**src/rtl/vga_pkg.sv**
```systemverilog
// Shared colour-path definitions: fade FSM state encoding, default brightness scale
// and the MSB-first bit-replication helper used by colour expanders.
package vga_pkg;

  typedef enum logic [1:0] {
    OFF      = 2'd0,
    FADE_IN  = 2'd1,
    ON       = 2'd2,
    FADE_OUT = 2'd3
  } fade_state_t;

  localparam int BR_W_DEFAULT = 4;
  localparam int BR_MAX       = 2 ** BR_W_DEFAULT;

  // Output bit (out_w-1-i) takes input bit (in_w-1 - i mod in_w), so full scale maps to full scale.
  function automatic logic [31:0] replicate(input logic [31:0] d, input int in_w, input int out_w);
    logic [31:0] r;
    r = 32'd0;
    for (int i = 0; i < 32; i++) begin
      if (i < out_w) begin
        r[out_w-1-i] = d[in_w-1-(i % in_w)];
      end
    end
    return r;
  endfunction

endpackage

```
**src/rtl/vga_chan_scale.sv**
```systemverilog
// One colour channel: bit-replicate, register (S1), apply brightness gain and blanking,
// register again (S2). Two-clock latency, one pixel per clock.
module vga_chan_scale
  import vga_pkg::*;
#(
  parameter int IN_W  = 2,
  parameter int OUT_W = 4,
  parameter int BR_W  = 4
) (
  input  logic              clk,
  input  logic              reset,
  input  logic              en,
  input  logic [IN_W-1:0]   d,
  input  logic [BR_W:0]     brightness,
  output logic [OUT_W-1:0]  q
);

  localparam int PW = OUT_W + BR_W + 1;

  logic [31:0]      rep_s;
  logic [OUT_W-1:0] s1_r;
  logic             en1_r;
  logic [PW-1:0]    prod_s;
  logic [PW-1:0]    shifted_s;
  logic [OUT_W-1:0] q_r;
  logic             unused_bits_s;

  assign rep_s         = replicate(32'(d), IN_W, OUT_W);
  assign prod_s        = PW'(s1_r) * PW'(brightness);
  assign shifted_s     = prod_s >> BR_W;
  assign unused_bits_s = ^{rep_s, shifted_s};
  assign q             = q_r;

  // S1 captures the expanded pixel, S2 the gained/blanked result using the live brightness.
  always_ff @(posedge clk or posedge reset) begin
    if (reset) begin
      s1_r  <= {OUT_W{1'b0}};
      en1_r <= 1'b0;
      q_r   <= {OUT_W{1'b0}};
    end else begin
      s1_r  <= rep_s[OUT_W-1:0];
      en1_r <= en;
      q_r   <= en1_r ? shifted_s[OUT_W-1:0] : {OUT_W{1'b0}};
    end
  end

endmodule

```
**src/rtl/vga_rgb_scaler.sv**
```systemverilog
// VGA RGB expander with global brightness, blanking and a frame-synchronous fade engine.
// Three channel slices share the brightness register owned by the fade FSM here.
module vga_rgb_scaler
  import vga_pkg::*;
#(
  parameter int IN_W  = 2,
  parameter int OUT_W = 4,
  parameter int BR_W  = 4,
  parameter int STEP  = 1
) (
  input  logic              clk,
  input  logic              reset,
  input  logic              en,
  input  logic [IN_W-1:0]   r_d,
  input  logic [IN_W-1:0]   g_d,
  input  logic [IN_W-1:0]   b_d,
  input  logic              frame_tick,
  input  logic              fade_in,
  input  logic              fade_out,
  output logic [OUT_W-1:0]  r_q,
  output logic [OUT_W-1:0]  g_q,
  output logic [OUT_W-1:0]  b_q,
  output logic              en_q,
  output logic [BR_W:0]     brightness,
  output logic              fade_busy
);

  if (OUT_W < IN_W) begin : g_bad_width
    $error("vga_rgb_scaler: OUT_W must be >= IN_W");
  end
  if (STEP < 1) begin : g_bad_step
    $error("vga_rgb_scaler: STEP must be >= 1");
  end

  localparam int              BR_FULL_I = 2 ** BR_W;
  localparam logic [BR_W:0]   BR_FULL   = BR_FULL_I[BR_W:0];
  localparam logic [BR_W+1:0] STEP_W    = STEP[BR_W+1:0];

  fade_state_t     state_r, state_s;
  logic [BR_W:0]   brightness_r, bright_s;
  logic [BR_W+1:0] up_sum_s;
  logic            fade_busy_r;
  logic            en1_r, en_q_r;

  assign up_sum_s   = {1'b0, brightness_r} + STEP_W;
  assign brightness = brightness_r;
  assign fade_busy  = fade_busy_r;
  assign en_q       = en_q_r;

  // Fade next-state: a request pre-empts that cycle's step; fade_out dominates fade_in.
  always_comb begin
    state_s  = state_r;
    bright_s = brightness_r;
    case (state_r)
      OFF: begin
        if (fade_in && !fade_out) state_s = FADE_IN;
        else                      state_s = OFF;
      end
      ON: begin
        if (fade_out) state_s = FADE_OUT;
        else          state_s = ON;
      end
      FADE_IN: begin
        if (fade_out) begin
          state_s = FADE_OUT;
        end else if (frame_tick) begin
          if (up_sum_s >= {1'b0, BR_FULL}) begin
            bright_s = BR_FULL;
            state_s  = ON;
          end else begin
            bright_s = up_sum_s[BR_W:0];
            state_s  = FADE_IN;
          end
        end else begin
          state_s = FADE_IN;
        end
      end
      FADE_OUT: begin
        if (fade_in && !fade_out) begin
          state_s = FADE_IN;
        end else if (frame_tick) begin
          if ({1'b0, brightness_r} <= STEP_W) begin
            bright_s = {(BR_W+1){1'b0}};
            state_s  = OFF;
          end else begin
            bright_s = brightness_r - STEP_W[BR_W:0];
            state_s  = FADE_OUT;
          end
        end else begin
          state_s = FADE_OUT;
        end
      end
      default: begin
        state_s  = ON;
        bright_s = BR_FULL;
      end
    endcase
  end

  // Fade state, brightness, busy flag and the en alignment pipeline.
  always_ff @(posedge clk or posedge reset) begin
    if (reset) begin
      state_r      <= ON;
      brightness_r <= BR_FULL;
      fade_busy_r  <= 1'b0;
      en1_r        <= 1'b0;
      en_q_r       <= 1'b0;
    end else begin
      state_r      <= state_s;
      brightness_r <= bright_s;
      fade_busy_r  <= (state_s == FADE_IN) || (state_s == FADE_OUT);
      en1_r        <= en;
      en_q_r       <= en1_r;
    end
  end

  vga_chan_scale #(.IN_W(IN_W), .OUT_W(OUT_W), .BR_W(BR_W)) u_r (
    .clk(clk), .reset(reset), .en(en), .d(r_d), .brightness(brightness_r), .q(r_q)
  );
  vga_chan_scale #(.IN_W(IN_W), .OUT_W(OUT_W), .BR_W(BR_W)) u_g (
    .clk(clk), .reset(reset), .en(en), .d(g_d), .brightness(brightness_r), .q(g_q)
  );
  vga_chan_scale #(.IN_W(IN_W), .OUT_W(OUT_W), .BR_W(BR_W)) u_b (
    .clk(clk), .reset(reset), .en(en), .d(b_d), .brightness(brightness_r), .q(b_q)
  );

endmodule

```
**config.mk**
```make
export PLATFORM = sky130hd
export DESIGN_NAME = vga_rgb_scaler
export DESIGN_NICKNAME = d
export VERILOG_FILES = /design/src/rtl/vga_pkg.sv /design/src/rtl/vga_chan_scale.sv /design/src/rtl/vga_rgb_scaler.sv
export SDC_FILE = /design/constraint.sdc
export NUM_CORES = 1
export LEC_CHECK = 0
export ABC_CLOCK_PERIOD_IN_PS = 3650
export CAP_MARGIN = 20
export CORE_UTILIZATION = 56
export DETAILED_ROUTE_END_ITERATION = 7
export PLACE_DENSITY = 0.81
export SYNTH_ARGS = -nofsm -noshare
export SYNTH_HDL_FRONTEND = slang
export SYNTH_SLANG_ARGS = --single-unit
export TNS_END_PERCENT = 50
```
**constraint.sdc**
```tcl
create_clock -name clk -period 3.65 [get_ports clk]
set_input_delay 0.73 -clock clk [delete_from_list [all_inputs] [get_ports clk]]
set_output_delay 0.73 -clock clk [all_outputs]
set_load 0.05 [all_outputs]
```
==> run_results.csv <==
group,metric,value,unit
routing,drtIter0Drc,54,
global_route,grt_pass1_wl,8.169,mm
layout,fill_cells,342,
power,power_density,881.4,nW/um^2
place,place.gp.congestion,0.8715,
die,io_pins,31,
sta,slew_headroom,0.6447,
power,power_leakage,0.001473,uW
routing,wl_per_cell,13.61,um
logic_synthesis,synth_seq_area_share,0.2714,
sta,worst_slew_pin_slew,0.5329,ns
logic_synthesis,synth-async-reset-ratio,1.000,
layout,final_util,0.7002,
worst_setup_path,path_max_fanout,16,
global_route,overflow,0,
global_route,grt.total_usage,0.2329,
sta,finalCritPeriodShare,0.8733,
global_route,antenna_found_initial,0,
routing,route.top_layer_used,"met4",
logic_synthesis,syn_inst,267,
power,ir_drop,0.4883,mV
layout,nNetsFinal,356,
clocking,clock_latency,0.28,ns
flow_run,maxCapViolations,0,
layout,n_antenna_cell,0,
clocking,cts_resized,0,
routing,vias_per_cell,5.655,
place,dp_hpwl,3.696,mm
layout,syn_to_final_growth,16.12,%
global_route,grt_pass1_vias,1773,
logic_synthesis,syn_nets,327,
routing,wl_met3,144,um
clocking,htreeDepth,1,
logic_synthesis,synth_area_leaders,"dfrtp_1 (25%), ha_1 (17%), fa_1 (12%)",
routing,wl_met2,2.361,mm
clocking,clockRootBuffer,"clkbuf_8",
logic_synthesis,synthFlopType,"dfrtp_1",
worst_setup_path,cp.arrival,3.39,ns
routing,wl_met1,2.136,mm
die,core,4144,um^2
die,row_count,23,
clocking,cts_tree,"built",
sta,hold_viol,0,
die,start_util,0.6030,
layout,final_layout_size_suffix_gt1_frac,0.06441,
clocking,cts.path.max_buffers,2,
min_path,hp-class,"flip-flop to flip-flop",
logic_synthesis,synth_enable_flop_cells,0,
sta,finalClockSkew,0.004079,ns
logic_synthesis,yosysTopAreaCell,"dfrtp_1",
routing,first_pass_iters,4,
worst_setup_path,crit_type,"flip-flop to flip-flop",
logic_synthesis,syn_area,2499,um^2
worst_setup_path,end_kind,"flip-flop",
routing,ant_nets,0,
outcome,outcome,"completed",
sta,period_minus_slack,3.187,ns
layout,multi_input_area,1645,um^2
clocking,clkSlewWorstSetupHoldPaths,0.10,ns
routing,wirelength,4.697,mm
sta,finalSetupTns,0,ns
logic_synthesis,syn_area_per_cell,9.358,um^2
routing,route.detailed.drc,0,
routing,num_vias,1951,
die,die_area,4733,um^2
worst_setup_path,required,3.85,ns
clocking,numCtsBuffers,3,
sta,finalSetupViolations,0,
place,port_buffers,30,
logic_synthesis,synth.top_cell.area_share,0.2504,
sta,fmax,313.7,MHz
logic_synthesis,synthTopCellsByCount,"ha_1 (33), inv_1 (33), dfrtp_1 (25)",
logic_synthesis,ys_warn_count,0,
clocking,clock_sinks,27,
clocking,cts_hold_buf,0,
die,die_h,68.80,um
layout,regArea,678.2,um^2
clocking,post_cts_buffers,0,
global_route,grt_max_degree,27,
logic_synthesis,yosys.cell_types.count,47,
sta,rsz0062_at_grt,"no",
die,die_w,68.80,um
worst_setup_path,startpoint_type,"flip-flop",
sta,slew_violations,0,
logic_synthesis,ys_ff_latch,27,
registers in the layout, indices dropped and copies added, names as in the netlist, named ones only:
name and cells:
en_q 1, u_g.s1_r 2, brightness 5, u_b.en1_r 1, state_r 1, u_b.s1_r 2
u_b.q 4, u_r.s1_r 2, u_g.q 4, u_r.q 4
worst paths after layout:
check	from	end	slack, ns	depth (start not counted)
worst max-delay path	brightness[3]	u_b.q[2]	0.46	10
worst min-delay path	u_b.en1_r	en_q	0.38	0
worst max register to register	brightness[3]	u_b.q[2]	0.46	10
worst min register to register	u_b.en1_r	en_q	0.38	0
max in group asynchronous	reset	brightness[4]	2.28	4
min in group asynchronous	reset	u_b.s1_r[2]	0.73	2
layer usage:
layer | vias up | track usage
met4 | 0 | 0.06122
met2 | 44 | 0.4069
met3 | 5 | 0.02138
met1 | 926 | 0.3087
met5 | - | 0
li1 | 976 | -
cell usage in the layout, fill, tap and decap left out, types with 3 or more instances in the layout:
master,synthesis,final
fa_1,15,15
nand2_1,23,23
nand3_1,3,3
o21a_1,3,3
ha_1,33,33
inv_1,33,33
a31oi_1,4,4
and2_1,20,20
nor3_1,14,14
clkbuf_8,0,3
xor2_1,6,6
clkdlybuf4s50_1,0,30
a21o_1,3,3
a21oi_1,16,16
nor3b_2,3,3
dfrtp_1,25,25
nor2_1,7,7
nand4_1,5,5
xnor2_1,3,3
o21ai_0,4,4
a21boi_1,3,3
o21ai_1,3,3
cell type report:
class | instances | share of cell area
Inverter | 33 | 0.04269
Clock buffer | 3 | 0.01423
Tap cell | 50 | 0.02156
Sequential cell | 27 | 0.2337
Multi-Input combinational cell | 198 | 0.5671
Timing Repair Buffer | 33 | 0.1182
Clock inverter | 1 | 0.002587
power by group:
part	total, uW	switching, uW	internal [uW]
clock	184	107	77.8
sequential	549	144	406
combinational	1820	1090	737
critical path, stage by stage, from the launching register on:
cell	delay, ns
dfrtp_1	0.59
and2_1	0.30
fa_1	0.55
inv_1	0.05
fa_1	0.49
inv_1	0.04
ha_1	0.33
a21oi_1	0.25
a21boi_1	0.17
o21a_1	0.19
nor3_1	0.15
per-stage QoR:
step	power, uW	instances	hold WS (ns)	setup WS (ns)	instance area (um^2)
2_1_floorplan	1963	267	0.3537	0.3611	2499
3_3_place_gp	2314	340	0.3582	0.6521	2825
3_5_place_dp	2373	340	0.3595	0.4885	2825
4_1_cts	2570	344	0.3848	0.4811	2874
5_1_grt	2821	345	0.3964	0.2736	2902
6_report	2557	345	0.3801	0.4626	2902
cells by family after synthesis:
group | share of synthesized area
flops | 0.2714
xor+xnor | 0.03155
simple gates | 0.1963
buf+inv | 0.07011
mux | 0.004006
compound gates | 0.1412
fa+ha+maj | 0.2854
Power figures use the tool's default switching activity.
